===== config.mk =====
export PLATFORM = sky130hd
export DESIGN_NAME = ranger_patrol_array
export DESIGN_NICKNAME = d
export VERILOG_FILES = /design/src/rtl/ranger_patrol_array.sv
export SDC_FILE = /design/constraint.sdc
export NUM_CORES = 1
export LEC_CHECK = 0
export BUFFER_PORTS_ARGS = -buffer_cell sky130_fd_sc_hd__buf_4
export CORE_MARGIN = 1.5
export CORE_UTILIZATION = 62
export DETAILED_ROUTE_END_ITERATION = 6
export PLACE_DENSITY = 0.8
export SLEW_MARGIN = 20
export SYNTH_ARGS = -nofsm -noshare
export SYNTH_HDL_FRONTEND = slang
export SYNTH_SLANG_ARGS = --single-unit

===== constraint.sdc =====
create_clock -name clk -period 3.1 [get_ports clk]
set_input_delay 0.155 -clock clk [delete_from_list [all_inputs] [get_ports clk]]
set_output_delay 0.155 -clock clk [all_outputs]
set_load 0.02 [all_outputs]

===== src/rtl/ranger_patrol_array.sv =====
// ranger_patrol_array: enemy controller for NUM_RANGERS rangers. Each ranger
// patrols one axis around its home position, moving STEP px on every movement
// tick. It reverses at its span limit or at the screen bound, and it can be
// killed. Position readout is by index for the sprite renderer.
//
// Optional feature macro: RANGER_RESPAWN_EN. When defined, a dead ranger comes
// back to its home position after RESPAWN_TICKS movement ticks. When undefined,
// a dead ranger stays dead until rst.
//
// Ports:
//   clk        system clock
//   rst        synchronous, active-high reset
//   freeze     1 = hold all rangers and the tick divider
//   kill       1-cycle pulse: kill ranger kill_idx
//   kill_idx   index of the ranger to kill (>= NUM_RANGERS is ignored)
//   rangerNum  readout select
//   position   {hpos,vpos} of ranger rangerNum, one cycle later; 0 if dead or out of range
//   alive      per-ranger alive flags
//   all_dead   registered flag for alive == 0
module ranger_patrol_array #(
    parameter int unsigned NUM_RANGERS = 5,
    parameter int unsigned STEP        = 5,
    parameter int unsigned TICK_DIV    = 833333,
    parameter int unsigned SPAN        = 64,
    parameter int unsigned LEFT_BOUND  = 144,
    parameter int unsigned RIGHT_BOUND = 783,
    parameter int unsigned UP_BOUND    = 31,
    parameter int unsigned DOWN_BOUND  = 510,
    parameter logic [NUM_RANGERS*20-1:0] INIT_POS = {
        10'd200, 10'd240,   // ranger 4
        10'd760, 10'd400,   // ranger 3
        10'd464, 10'd60,    // ranger 2
        10'd656, 10'd127,   // ranger 1
        10'd368, 10'd127    // ranger 0
    },
    parameter logic [NUM_RANGERS-1:0] AXIS_MASK = 5'b10100
) (
    input  logic                   clk,
    input  logic                   rst,
    input  logic                   freeze,
    input  logic                   kill,
    input  logic [2:0]             kill_idx,
    input  logic [2:0]             rangerNum,
    output logic [19:0]            position,
    output logic [NUM_RANGERS-1:0] alive,
    output logic                   all_dead
);

    localparam int unsigned DIV_W = (TICK_DIV > 1) ? $clog2(TICK_DIV) : 1;
    localparam int unsigned CW    = 11;

    typedef enum logic [1:0] {FWD, REV, DEAD} state_t;

    state_t                 state_q [NUM_RANGERS];
    state_t                 state_d [NUM_RANGERS];
    logic [19:0]            pos_q   [NUM_RANGERS];
    logic [19:0]            pos_d   [NUM_RANGERS];
    logic [CW-1:0]          lo_c    [NUM_RANGERS];
    logic [CW-1:0]          hi_c    [NUM_RANGERS];
    logic [CW-1:0]          p_c     [NUM_RANGERS];
    logic [NUM_RANGERS-1:0] alive_d;
    logic [DIV_W-1:0]       div_q;
    logic                   tick_c;
    logic [19:0]            pos_sel_c;

`ifdef RANGER_RESPAWN_EN
    localparam int unsigned RESPAWN_TICKS = 180;
    localparam int unsigned RSP_W         = $clog2(RESPAWN_TICKS);

    logic [RSP_W-1:0] rsp_q [NUM_RANGERS];
    logic [RSP_W-1:0] rsp_d [NUM_RANGERS];
`endif

    // One-cycle movement tick at the last divider count; freeze masks it.
    assign tick_c = !freeze && (div_q == DIV_W'(TICK_DIV - 1));

    // Per-ranger patrol limits (elaboration constants) and the moving coordinate.
    for (genvar g = 0; g < NUM_RANGERS; g++) begin : g_lim
        localparam int unsigned HOME = AXIS_MASK[g] ? int'(INIT_POS[20*g +: 10])
                                                    : int'(INIT_POS[20*g+10 +: 10]);
        localparam int unsigned LO_B = AXIS_MASK[g] ? UP_BOUND : LEFT_BOUND;
        localparam int unsigned HI_B = AXIS_MASK[g] ? DOWN_BOUND : RIGHT_BOUND;
        // Subtraction guarded so a home near the edge cannot wrap below the bound.
        localparam int unsigned LO   = (HOME >= SPAN + LO_B) ? HOME - SPAN : LO_B;
        localparam int unsigned HI   = (HOME + SPAN <= HI_B) ? HOME + SPAN : HI_B;

        assign lo_c[g] = CW'(LO);
        assign hi_c[g] = CW'(HI);
        assign p_c[g]  = AXIS_MASK[g] ? {1'b0, pos_q[g][9:0]} : {1'b0, pos_q[g][19:10]};
    end

    // Next-state logic for every ranger FSM; kill wins over a same-cycle tick.
    always_comb begin
        logic [CW-1:0] nxt_p;
        nxt_p = '0;
        for (int i = 0; i < NUM_RANGERS; i++) begin
            state_d[i] = state_q[i];
            pos_d[i]   = pos_q[i];
            alive_d[i] = alive[i];
`ifdef RANGER_RESPAWN_EN
            rsp_d[i]   = rsp_q[i];
`endif
            if (kill && (kill_idx == 3'(i))) begin
                state_d[i] = DEAD;
                alive_d[i] = 1'b0;
`ifdef RANGER_RESPAWN_EN
                rsp_d[i]   = '0;
`endif
            end else if (tick_c) begin
                nxt_p = p_c[i];
                case (state_q[i])
                    FWD: begin
                        if (p_c[i] + CW'(STEP) >= hi_c[i]) begin
                            nxt_p      = hi_c[i];
                            state_d[i] = REV;
                        end else begin
                            nxt_p = p_c[i] + CW'(STEP);
                        end
                    end
                    REV: begin
                        // Compare as p <= lo + STEP so p - STEP never underflows.
                        if (p_c[i] <= lo_c[i] + CW'(STEP)) begin
                            nxt_p      = lo_c[i];
                            state_d[i] = FWD;
                        end else begin
                            nxt_p = p_c[i] - CW'(STEP);
                        end
                    end
                    default: ;
                endcase
                if (AXIS_MASK[i]) begin
                    pos_d[i][9:0] = 10'(nxt_p);
                end else begin
                    pos_d[i][19:10] = 10'(nxt_p);
                end
`ifdef RANGER_RESPAWN_EN
                if (state_q[i] == DEAD) begin
                    if (rsp_q[i] == RSP_W'(RESPAWN_TICKS - 1)) begin
                        state_d[i] = FWD;
                        alive_d[i] = 1'b1;
                        pos_d[i]   = INIT_POS[20*i +: 20];
                        rsp_d[i]   = '0;
                    end else begin
                        rsp_d[i] = rsp_q[i] + RSP_W'(1);
                    end
                end
`endif
            end
        end
    end

    // Readout mux: live ranger selected by rangerNum, zero otherwise.
    always_comb begin
        pos_sel_c = '0;
        for (int i = 0; i < NUM_RANGERS; i++) begin
            if ((rangerNum == 3'(i)) && alive[i]) begin
                pos_sel_c = pos_q[i];
            end
        end
    end

    // State, divider and output registers.
    always_ff @(posedge clk) begin
        if (rst) begin
            div_q    <= '0;
            position <= '0;
            alive    <= '1;
            all_dead <= 1'b0;
            for (int i = 0; i < NUM_RANGERS; i++) begin
                state_q[i] <= FWD;
                pos_q[i]   <= INIT_POS[20*i +: 20];
`ifdef RANGER_RESPAWN_EN
                rsp_q[i]   <= '0;
`endif
            end
        end else begin
            if (!freeze) begin
                div_q <= tick_c ? '0 : div_q + DIV_W'(1);
            end
            for (int i = 0; i < NUM_RANGERS; i++) begin
                state_q[i] <= state_d[i];
                pos_q[i]   <= pos_d[i];
`ifdef RANGER_RESPAWN_EN
                rsp_q[i]   <= rsp_d[i];
`endif
            end
            alive    <= alive_d;
            position <= pos_sel_c;
            all_dead <= (alive == '0);
        end
    end

endmodule


# After elaboration in Yosys (flattened, before gate mapping)
# Memories as Yosys holds them, arrays and structs flattened.
# Index checks and enable logic that the tools add are counted.
[classes]
add_sub_neg = 11
n_lt_le_gt_ge = 10
eq_ne = 14
mux = 69
bitwise_logic = 10
n_reduce_logical = 20
[ops]
columns = ["cell", "count"]
rows = [
  ["$mux W20", 11],
  ["$mux W10", 20],
  ["$pmux W10 S2", 5],
  ["$add A10 B3 Y11 const B", 5],
  ["$mux W2", 25],
  ["$sub A10 B3 Y10 const B", 5],
  ["$ge A11 B10 Y1 const B", 2],
  ["$ge A11 B9 Y1 const B", 2],
  ["$add A20 B1 Y20 const B", 1],
  ["$eq A20 B20 Y1 const B", 1],
  ["$le A10 B10 Y1 const B", 2],
  ["$pmux W2 S2", 5],
  ["$eq A3 B2 Y1 const B", 4],
  ["$ge A11 B7 Y1 const B", 1],
  ["$logic_and A1 B1 Y1", 11],
  ["$eq A2 B1 Y1 const B", 5],
  ["$le A10 B6 Y1 const B", 1],
  ["$le A10 B8 Y1 const B", 1],
  ["$le A10 B9 Y1 const B", 1],
  ["$logic_not A2 Y1", 5],
  ["$or A1 B1 Y1", 10],
  ["$eq A3 B1 Y1 const B", 2],
  ["$eq A3 B3 Y1 const B", 2],
  ["$logic_not A3 Y1", 2],
  ["other kinds (3)", 5],
]
[totals]
register_bits = 46
ram_bits = 110
in_bits = 10
out_inout_bits = 26
n_memories = 2
[memory_table]
columns = ["memory", "words", "width", "rd", "rd_clocked_by_memory_dff", "wr", "line", "source"]
rows = [
  ["pos_q", 5, 20, 5, 0, 5, "56", "logic [19:0] pos_q [NUM_RANGERS];"],
  ["state_q", 5, 2, 5, 0, 5, "54", "state_t state_q [NUM_RANGERS];"],
]

# Depth between registers and ports, before layout
# Gate-level depths: netlist of the first run.
# An unclocked memory read counts as a cell.
[depth]
word_depth = 8
depth_mapped = 10
mapped_depth_nobuf = 9

# Least setup slack after synthesis of the first run
# Ideal clock, no wire load.
[synth_path]
kind = "reg2reg"
startpoint = "memory pos_q[3][10] (netlist: pos_q[0][70])"
endpoint = "memory pos_q[3][15] (netlist: pos_q[0][75])"
arrival_time_ns = 2.213
path_slack_ns = 0.768
stages_incl_launch_ff = 10
n_path_buf = 1
cell_sequence = "dfxtp_1 ha_1 or2_2 clkbuf_1 a2bb2oi_1 maj3_1 o21ai_0 a31oi_1 a221oi_1 a211o_1"
[synth_lines]
columns = ["element", "line"]
rows = [
  ["start: declaration", "56"],
]

==> flow_summary.toml, run 1 <==
[run_status]
status = "complete, no violations"

[synthesis]
yosys_register_bits = 106
synthTopCellsByArea = "dfxtp_1 31%, nor2_1 5.4%, nand2_1 4.9%"
synth_fp_nets = 955
synth_top_area_share_pct = 30.7
syn-cell-area_um2 = 6910
yosysMostFrequentCell = "dfxtp_1"
yosys-top-cells-count = "106 x dfxtp_1, 100 x nor2_1, 90 x nand2_1"
postSynthAreaPerCell_um2 = 7.46
synthArstFlopShare_pct = 0
synth_edf_count = 0
ys_warn_count = 0
synth_cells = 927
synth-main-ff-cell = "dfxtp_1"
yosysTopAreaCell = "dfxtp_1"
ys_seq_area_share_pct = 30.7
synth_cell_types = 78

[worst_setup_path]
slowest_stage = "dfxtp_1"
slowest_delay_ns = 0.66
path_buf_inv = 0
required_ns = 3.42
cp_max_fo = 15
critPathCaptureType = "flop"
crit_type = "reg -> reg"
critPathLaunchType = "flop"
cp_top_family = "compound AO/OA/AOI/OAI gates"
critPathArrivalTime_ns = 3.10
rrSetupSlack_ns = 0.32
crit_start = "pos_q[0][34]$_SDFFE_PP1P_"
cp_cell_sequence = "nand4_1 -> nor2_1 -> xnor2_1 -> a32oi_1 -> a311oi_4 -> o21ai_0 -> a211oi_1"
reg2reg_from = "pos_q[0][34]$_SDFFE_PP1P_"

[cells_and_area]
instances_no_fill = 1068
fill_cells = 936
antenna_cells = 0
drive_above_1_share_pct = 9.59
syn2layout_area_growth_pct = 7.22
finalNetCount = 951

[clocking]
cts_tree = "built"
htreeDepth = 3
cts_buffers = 9
cts_hold_buf = 0
numClockSinks = 106
path_clk_slew_ns = 0.12
clock_latency_ns = 0.41
cts_buffer_depth = 2
cts_root_buffer = "clkbuf_8"

[routing]
wl_per_cell_um = 17.0
vias_per_cell = 6.62
drc = 0
firstDrtPassIters = 7
drtIter0Drc = 700
ant_nets = 0
wl_um = 18200
vias = 7075

[worst_hold_path]
hp-start = "freeze"
hold_class = "in -> reg"

[power_and_ir_drop]
leakage_uw = 0.00265
peakVddDrop_v = 0.000441
powerDensity_nw_per_um2 = 354

[place]
dp_cells = 1052
gp_congestion = 0.947
post-dp-hpwl_um = 12900
port_buffers = 35

[timing]
finalSetupViolCount = 0
slew_violations = 0
slew_headroom_pct = 46.5
finClkSkew_ns = 0.0190
post-route-period-util_pct = 89.7
rsz0062_at_grt = "no"
tightest_slew_ns = 0.798
min_period_ns = 2.78
max_freq_ghz = 0.359
hold_viol = 0
fin_tns_setup_ns = 0

[global_route]
busiest_layer = "met2"
grt_max_degree = 66
grt_pass1_wl_um = 29800
overflow = 0
grt_usage_pct = 31.6
globalRouteMet3Util_pct = 7.17
grt_pass1_vias = 6255
antenna_found_initial = 0
grt_util_met2_pct = 51.5
grt_util_met1_pct = 41.4

[floorplanning]
rows = 38
start_util_pct = 63.8
pin_count = 36
die-width_um = 109
core_um2 = 10800
dieArea_um2 = 11800
die_h_um = 109

[job]
cap_violations = 0
cell families after synthesis:
logic type | synth area share, %
flip-flops | 30.7
buffers and inverters | 5.65
multiplexers | 0.923
AO/OA/AOI/OAI | 26.9
adder cells (fa/ha/maj) | 3.40
XOR/XNOR | 4.43
AND/OR/NAND/NOR | 28.0
sequential cells by signal, summed over array words and instances, names as in the netlist:
| name | flops |
|---|---|
| alive | 5 |
| all_dead | 1 |
| div_q | 20 |
| pos_q | 50 |
| position | 20 |
| state_q | 10 |
metal layers:
layer | wire length, µm | part of all wire (%) | up-vias
met5 | 0 | 0 | -
met4 | 279 | 1.5 | 0
met3 | 1600 | 8.8 | 32
met2 | 8570 | 47 | 351
met1 | 7740 | 43 | 3302
li1 | - | - | 3390
cell type report:
cell class | count | area (µm²) | area share (%)
clock buffer | 9 | 124 | 1.67
clock inverter | 7 | 83.8 | 1.13
inverter | 32 | 120 | 1.62
multi-input combinational | 724 | 4410 | 59.5
sequential | 106 | 2120 | 28.6
tap | 140 | 175 | 2.36
timing repair buffer | 50 | 375 | 5.06
cells in the final DEF, fill, tap and decap left out, types with 6 or more instances in the layout:
cell type	n
nor4_1	10
ha_1	18
xnor2_1	16
clkbuf_8	9
o31ai_1	9
a31oi_1	19
a21oi_1	66
nor2b_1	20
o21ai_1	13
nand3_1	22
xor2_1	19
a221oi_1	8
o21ai_0	63
nand4_1	19
nor2_1	100
or3_1	17
inv_1	32
a21o_1	11
a211oi_1	16
a22oi_1	9
nor3_1	34
buf_4	50
and3_1	10
nand2b_1	10
a2111oi_0	6
a311oi_1	6
dfxtp_1	106
nand2_1	90
o211ai_1	9
or4_1	6
path summary, 6_finish.rpt:
check / endpoint / cells after the start
worst max-delay path: pos_q[0][35]$_SDFFE_PP0P_ / 7
worst min-delay path: div_q[0]$_SDFFE_PP0N_ / 3
worst max register to register: pos_q[0][35]$_SDFFE_PP0P_ / 7
worst min register to register: div_q[1]$_SDFFE_PP0N_ / 2
where the power goes:
| group | total [µW] | internal (µW) | switching [µW] | leakage [µW] |
|---|---|---|---|---|
| combinational | 246 | 101 | 145 | 0.00168 |
| clock | 918 | 391 | 528 | 0.000108 |
| sequential | 1460 | 1400 | 61.0 | 0.000860 |
| total | 2620 | 1890 | 733 | 0.00265 |
per-stage QoR:
| step | hold WS (ns) | setup slack [ns] | utilization [%] | total power, µW | instance area, µm² |
|---|---|---|---|---|---|
| detailed placement | 0.452 | 0.311 | 66.4 | 1730 | 7190 |
| finish | 0.0237 | 0.318 | 68.4 | 2620 | 7410 |
| global placement | 0.444 | 0.456 | 66.4 | 1720 | 7190 |
| floorplan | 0.291 | 0.768 | - | 1640 | 6910 |
| global route | 0.0272 | 0.0203 | 68.4 | 2720 | 7410 |
| CTS | 0.0159 | 0.273 | 68.3 | 2640 | 7400 |
tightest hold or removal path: stages:
cell and delay (ns):
buf_4 0.11, a21oi_1 0.06, nor2_1 0.07
what timing repair did:
action | CTS | global route
setup endpoints to repair | 0 | 1
gates resized for setup | 0 | 1
hold endpoints to repair | 0 | 0
buffers inserted | 0 | 0
No activity file was read; power rests on OpenSTA's default activity.
==> run 2: changes to the inputs <==
==> constraint.sdc (replaced) <==
create_clock -name clk -period 2.6 [get_ports clk]
set_input_delay 0.13 -clock clk [delete_from_list [all_inputs] [get_ports clk]]
set_output_delay 0.13 -clock clk [all_outputs]
set_load 0.02 [all_outputs]
==> run 2 against run 1 <==
  * Combinational power grew 42%
  * Total power is 21% higher
  * Sequential power up 18%
  * Core utilization grew 3.8 points
  * Cell count increased by 4.4%
  * Worst setup slack worse by 0.27 ns
  * Non-clock buffer count grew 47
  * Via count is 3.4% higher
  * Largest cell class unchanged
  * Highest routed layer unchanged
==> flow_summary.toml, run 2 (synthesis gave the netlist of run 1 again) <==
[routing]
drtIter0Drc = 860
vias_per_cell = 6.56
ant_nets = 0
firstDrtPassIters = 6
vias = 7319
wl_um = 19900
drc = 0
wl_per_cell_um = 17.9

[cells_and_area]
instances_no_fill = 1115
final_common_cell = "dfxtp_1"
syn2layout_area_growth_pct = 13.2
final_cell_mix = "105 x dfxtp_1, 99 x nor2_1, 97 x buf_4, 90 x nand2_1, 64 x a21oi_1"
largest_reg_flops = 50
top_register = "pos_q"
final_util_pct = 72.2
top_regs = "pos_q x50, div_q x20, position x20"
drive_above_1_share_pct = 15.2
fill_cells = 890
antenna_cells = 0
finalNetCount = 998

[timing]
post-route-period-util_pct = 98.3
fin_tns_setup_ns = 0
finalSetupViolCount = 0
fin_ws_ns = 0.0454
finClkSkew_ns = 0.0109
slew_violations = 0
hold_viol = 0
max_freq_ghz = 0.391
tightest_slew_ns = 0.710
slew_headroom_pct = 52.3
min_period_ns = 2.55

[floorplanning]
core_um2 = 10800
pin_count = 36
start_util_pct = 63.8
rows = 38
dieArea_um2 = 11800
die-width_um = 109
die_h_um = 109

[place]
dp_cells = 1096
post-dp-hpwl_um = 14100
gp_congestion = 0.983
port_buffers = 35
preCtsSetupSlack_ns = 0.0583

[global_route]
overflow = 0
grt_pass1_wl_um = 31500
grt_pass1_vias = 6446
antenna_found_initial = 0
grt_max_degree = 39
grt_usage_pct = 33.7

[worst_setup_path]
critPathArrivalTime_ns = 2.85
critPathLaunchType = "flop"
critPathCaptureType = "flop"
reg2reg_to = "pos_q[0][15]$_SDFFE_PP1P_"
crit_start = "pos_q[0][10]$_SDFFE_PP0P_"
required_ns = 2.90
slowest_delay_ns = 0.62
cp_max_fo = 7
cp_cell_sequence = "ha_1 -> or4b_2 -> o32ai_1 -> a221oi_1 -> a31oi_1 -> or3_4 -> o22ai_1 -> a311oi_1"
reg2reg_from = "pos_q[0][10]$_SDFFE_PP0P_"
reg2reg_depth = 8
slowest_stage = "or4b_2"
crit_type = "reg -> reg"
rrSetupSlack_ns = 0.05
critPathCapture = "pos_q[0][15]$_SDFFE_PP1P_"

[clocking]
cts_buffers = 9
path_clk_slew_ns = 0.10
numClockSinks = 106
cts_buffer_depth = 2
cts_root_buffer = "clkbuf_8"
cts_tree = "built"
clock_latency_ns = 0.40
htreeDepth = 3

[power_and_ir_drop]
p_total_uw = 3180
powerDensity_nw_per_um2 = 407
peakVddDrop_v = 0.000392
leakage_uw = 0.00289

[run_status]
status = "complete, no violations"

[worst_hold_path]
hold_class = "in -> reg"
whs_path_depth = 3

[job]
cap_violations = 0
==> run 2: cell types whose count changed in the layout (fill, tap and decap cells not counted), sizes merged <==
cell / before / now
clkinv: 2 / 1
clkbuf: 9 / 10
buf: 50 / 97
==> run 2: layer usage <==
metal  share of wire (%)  up-vias  GRT usage (%)
li1                    -     3477              -
met1                  41     3462           44.4
met5                   0        -              0
met3                 7.8       48           6.93
met4                 2.5        0           13.2
met2                  48      332           54.0
==> run 2: worst min-delay path by stage <==
stage | startpoint | end | slack (ns)
floorplan | freeze | div_q[1]$_SDFFE_PP0N_ | 0.27
global placement | freeze | div_q[0]$_SDFFE_PP0N_ | 0.41
detailed placement | freeze | div_q[1]$_SDFFE_PP0N_ | 0.43
CTS | freeze | div_q[1]$_SDFFE_PP0N_ | 0.007
global route | freeze | div_q[1]$_SDFFE_PP0N_ | 0.01
finish | freeze | div_q[1]$_SDFFE_PP0N_ | 0.02
==> run 2: where the power goes <==
group	switching [µW]	internal [µW]	total, µW
logic	209	140	349
clock network	623	494	1120
registers	54.2	1660	1720
total	886	2300	3180
==> run 2: what timing repair did <==
action / CTS / global route
setup endpoints to repair: 1 / 20
hold buffers: 0 / 0
resized for setup: 1 / 16
buffers inserted: 0 / 3
pin swaps: 0 / 2
==> run 2: stage by stage <==
step                hold WS (ns)  area [µm²]
detailed placement         0.435        7520
finish                    0.0207        7830
CTS                      0.00697        7750
global route              0.0133        7830
floorplan                  0.266        6910
global placement           0.411        7520
==> run 2: area by class of cell <==
type	instances	area, µm²	share of cell area, %
Sequential cell	106	2120	27.1
Timing Repair Buffer	97	728	9.30
Tap cell	140	175	2.24
Inverter	32	120	1.53
Clock inverter	6	78.8	1.01
Clock buffer	10	138	1.76
Multi-Input combinational cell	724	4470	57.0
==> run 2: critical path, delay by kind of cell (launching register included) <==
kind | cells | cell delay [ns]
flip-flops | 1 | 0.37
AO/OA/AOI/OAI | 5 | 0.96
adder cells (fa/ha/maj) | 1 | 0.28
AND/OR/NAND/NOR | 2 | 0.86
==> run 3: changes to the inputs <==
--- a/config.mk
+++ b/config.mk
@@ -5,11 +5,12 @@
 export SDC_FILE = /design/constraint.sdc
 export NUM_CORES = 1
 export LEC_CHECK = 0
+export ABC_AREA = 1
 export BUFFER_PORTS_ARGS = -buffer_cell sky130_fd_sc_hd__buf_4
 export CORE_MARGIN = 1.5
 export CORE_UTILIZATION = 62
 export DETAILED_ROUTE_END_ITERATION = 6
-export PLACE_DENSITY = 0.8
+export PLACE_DENSITY = 0.79
 export SLEW_MARGIN = 20
 export SYNTH_ARGS = -nofsm -noshare
 export SYNTH_HDL_FRONTEND = slang
==> run 3 against run 2 <==
  * Clock power is 26% higher
  * Wire length fell by 7.8%
  * Cell count rose by 18%
  * Worst setup slack better by 0.34 ns
  * Global-route usage down 3.4 points
==> flow_summary.toml, run 3 <==
[power_and_ir_drop]
peakVddDrop_v = 0.000516
leakage_uw = 0.00385
switchingPower_uw = 773
swShare_pct = 23.7
internal-power_uw = 2480
powerDensity_nw_per_um2 = 414
comb_power_share_pct = 5.9
pwr-share-clk_pct = 43.2
p_seq_share_pct = 50.9

[synthesis]
yosysTopAreaCell = "dfxtp_1"
synth_cell_types = 47
synth_edf_count = 0
postSynthAreaPerCell_um2 = 6.35
ys_warn_count = 0
synth_cells = 1138
synth_fp_nets = 1166
yosysMostFrequentCell = "nand2_1"
synth_top_area_share_pct = 29.4
ys_seq_area_share_pct = 29.4
syn-cell-area_um2 = 7230
synthTopCellsByArea = "dfxtp_1 29%, nand2_1 14%, inv_1 7.9%"
synthArstFlopShare_pct = 0
synth-main-ff-cell = "dfxtp_1"
yosys-top-cells-count = "274 x nand2_1, 152 x inv_1, 113 x nor2_1"
yosys_register_bits = 106

[cells_and_area]
final_common_cell = "nand2_1"
final_cell_mix = "274 x nand2_1, 152 x inv_1, 113 x nor2_1, 106 x dfxtp_1, 82 x o21ai_0"
largest_reg_flops = 50
top_regs = "pos_q x50, div_q x20, position x20"
drive_above_1_share_pct = 12.0
top_register = "pos_q"
antenna_cells = 0
finalNetCount = 1191
syn2layout_area_growth_pct = 8.98

[clocking]
cts_tree = "built"
clock_latency_ns = 0.36
htreeDepth = 3
numClockSinks = 106
cts_root_buffer = "clkbuf_16"
cts-resized-gates = 0
cts_buffer_depth = 2
cts_setup_buffers = 0
cts_hold_buf = 0
cts_buffers = 9
path_clk_slew_ns = 0.07

[floorplanning]
dieArea_um2 = 12300
die_h_um = 111
pin_count = 36
rows = 39
core_um2 = 11400
die-width_um = 111
start_util_pct = 63.6

[timing]
slew_headroom_pct = 50.6
tightest_slew_ns = 0.738
finClkSkew_ns = 0.00858
finalSetupViolCount = 0
min_period_ns = 2.22
rsz0062_at_grt = "no"
max_freq_ghz = 0.451
slew_violations = 0
fin_tns_setup_ns = 0
whs_ns = 0.130
hold_viol = 0
post-route-period-util_pct = 85.3

[run_status]
status = "complete, no violations"

[routing]
vias = 7303
drc = 0
firstDrtPassIters = 7
wl_per_cell_um = 14.0
drtIter0Drc = 648
vias_per_cell = 5.57
wl_um = 18400
ant_nets = 0

[global_route]
grt_usage_pct = 30.4
antenna_found_initial = 0
overflow = 0
grt_max_degree = 28
grt_pass1_wl_um = 30700
grt_pass1_vias = 6418

[worst_setup_path]
critPathArrivalTime_ns = 2.53
required_ns = 2.91
cp_max_fo = 11
critPathCaptureType = "flop"
critPathLaunchType = "flop"
crit_type = "reg -> reg"

[job]
cap_violations = 0

[place]
gp_congestion = 0.957
port_buffers = 35
post-dp-hpwl_um = 14000

[worst_hold_path]
hold_class = "in -> reg"
-- run 3: cell count changes in the layout (fill, tap and decap cells not counted), sizes merged, moves of 22 or more --
cell / delta
nand3: +53
buf: -57
nand2: +206
inv: +138
nor2: +31
o21ai: +22
-- run 3: layer usage --
metal | track usage (%) | vias up | routed length [µm]
li1 | - | 3749 | -
met1 | 42.2 | 3281 | 8630
met2 | 46.9 | 236 | 8030
met3 | 6.18 | 37 | 1250
met4 | 10.7 | 0 | 475
met5 | 0 | - | 0
-- run 3: final cells by class --
type	count	area, µm²
fill	1049	3490
tap	143	179
multi-input combinational	833	4320
sequential	106	2120
clock buffer	10	239
timing repair buffer	40	300
inverter	173	649
clock inverter	6	65.1
-- run 3: cell families after synthesis --
kind of cell | synth area share, %
AO/OA/AOI/OAI | 17.1
flip-flops | 29.4
AND/OR/NAND/NOR | 36.1
XOR/XNOR | 3.51
adder cells (fa/ha/maj) | 3.12
buffers and inverters | 10.8
-- run 3: path summary, 6_finish.rpt --
path	from	slack (ns)	cells past startpoint	endpoint
max	div_q[0]$_SDFFE_PP0N_	0.38	10	div_q[16]$_SDFFE_PP0N_
min	rangerNum[2]	0.13	4	position[14]$_SDFF_PP0_
max reg2reg	div_q[0]$_SDFFE_PP0N_	0.38	10	div_q[16]$_SDFFE_PP0N_
min reg2reg	state_q[0][2]$_SDFFE_PP0P_	0.46	2	state_q[0][2]$_SDFFE_PP0P_
-- run 3: per-stage QoR --
stage	power [µW]	std cells	instance area, µm²	utilization [%]	setup WS, ns
global placement	1880	1295	7570	66.6	0.472
detailed placement	1880	1295	7570	66.6	0.381
global route	3370	1311	7880	69.3	0.166
floorplan	1800	1138	7230	-	0.960
CTS	3280	1311	7880	69.3	0.359
finish	3260	1311	7880	69.3	0.382
-- run 3: worst max-delay path, cell delays in order, from the launching register on --
cell,delay (ns)
dfxtp_1,0.34
inv_1,0.09
ha_1,0.25
nand4_1,0.11
nor2_2,0.06
nand2_4,0.13
inv_2,0.07
nor2_1,0.57
inv_2,0.22
a21oi_1,0.19
o21a_1,0.13
-- run 3: power groups by stage --
stage | registers [µW] | logic, µW | clock network, µW
global route | 1660 | 208 | 1500
floorplan | 1720 | 87.8 | 0
CTS | 1660 | 190 | 1430
finish | 1660 | 191 | 1410
detailed placement | 1700 | 189 | 0
global placement | 1700 | 187 | 0
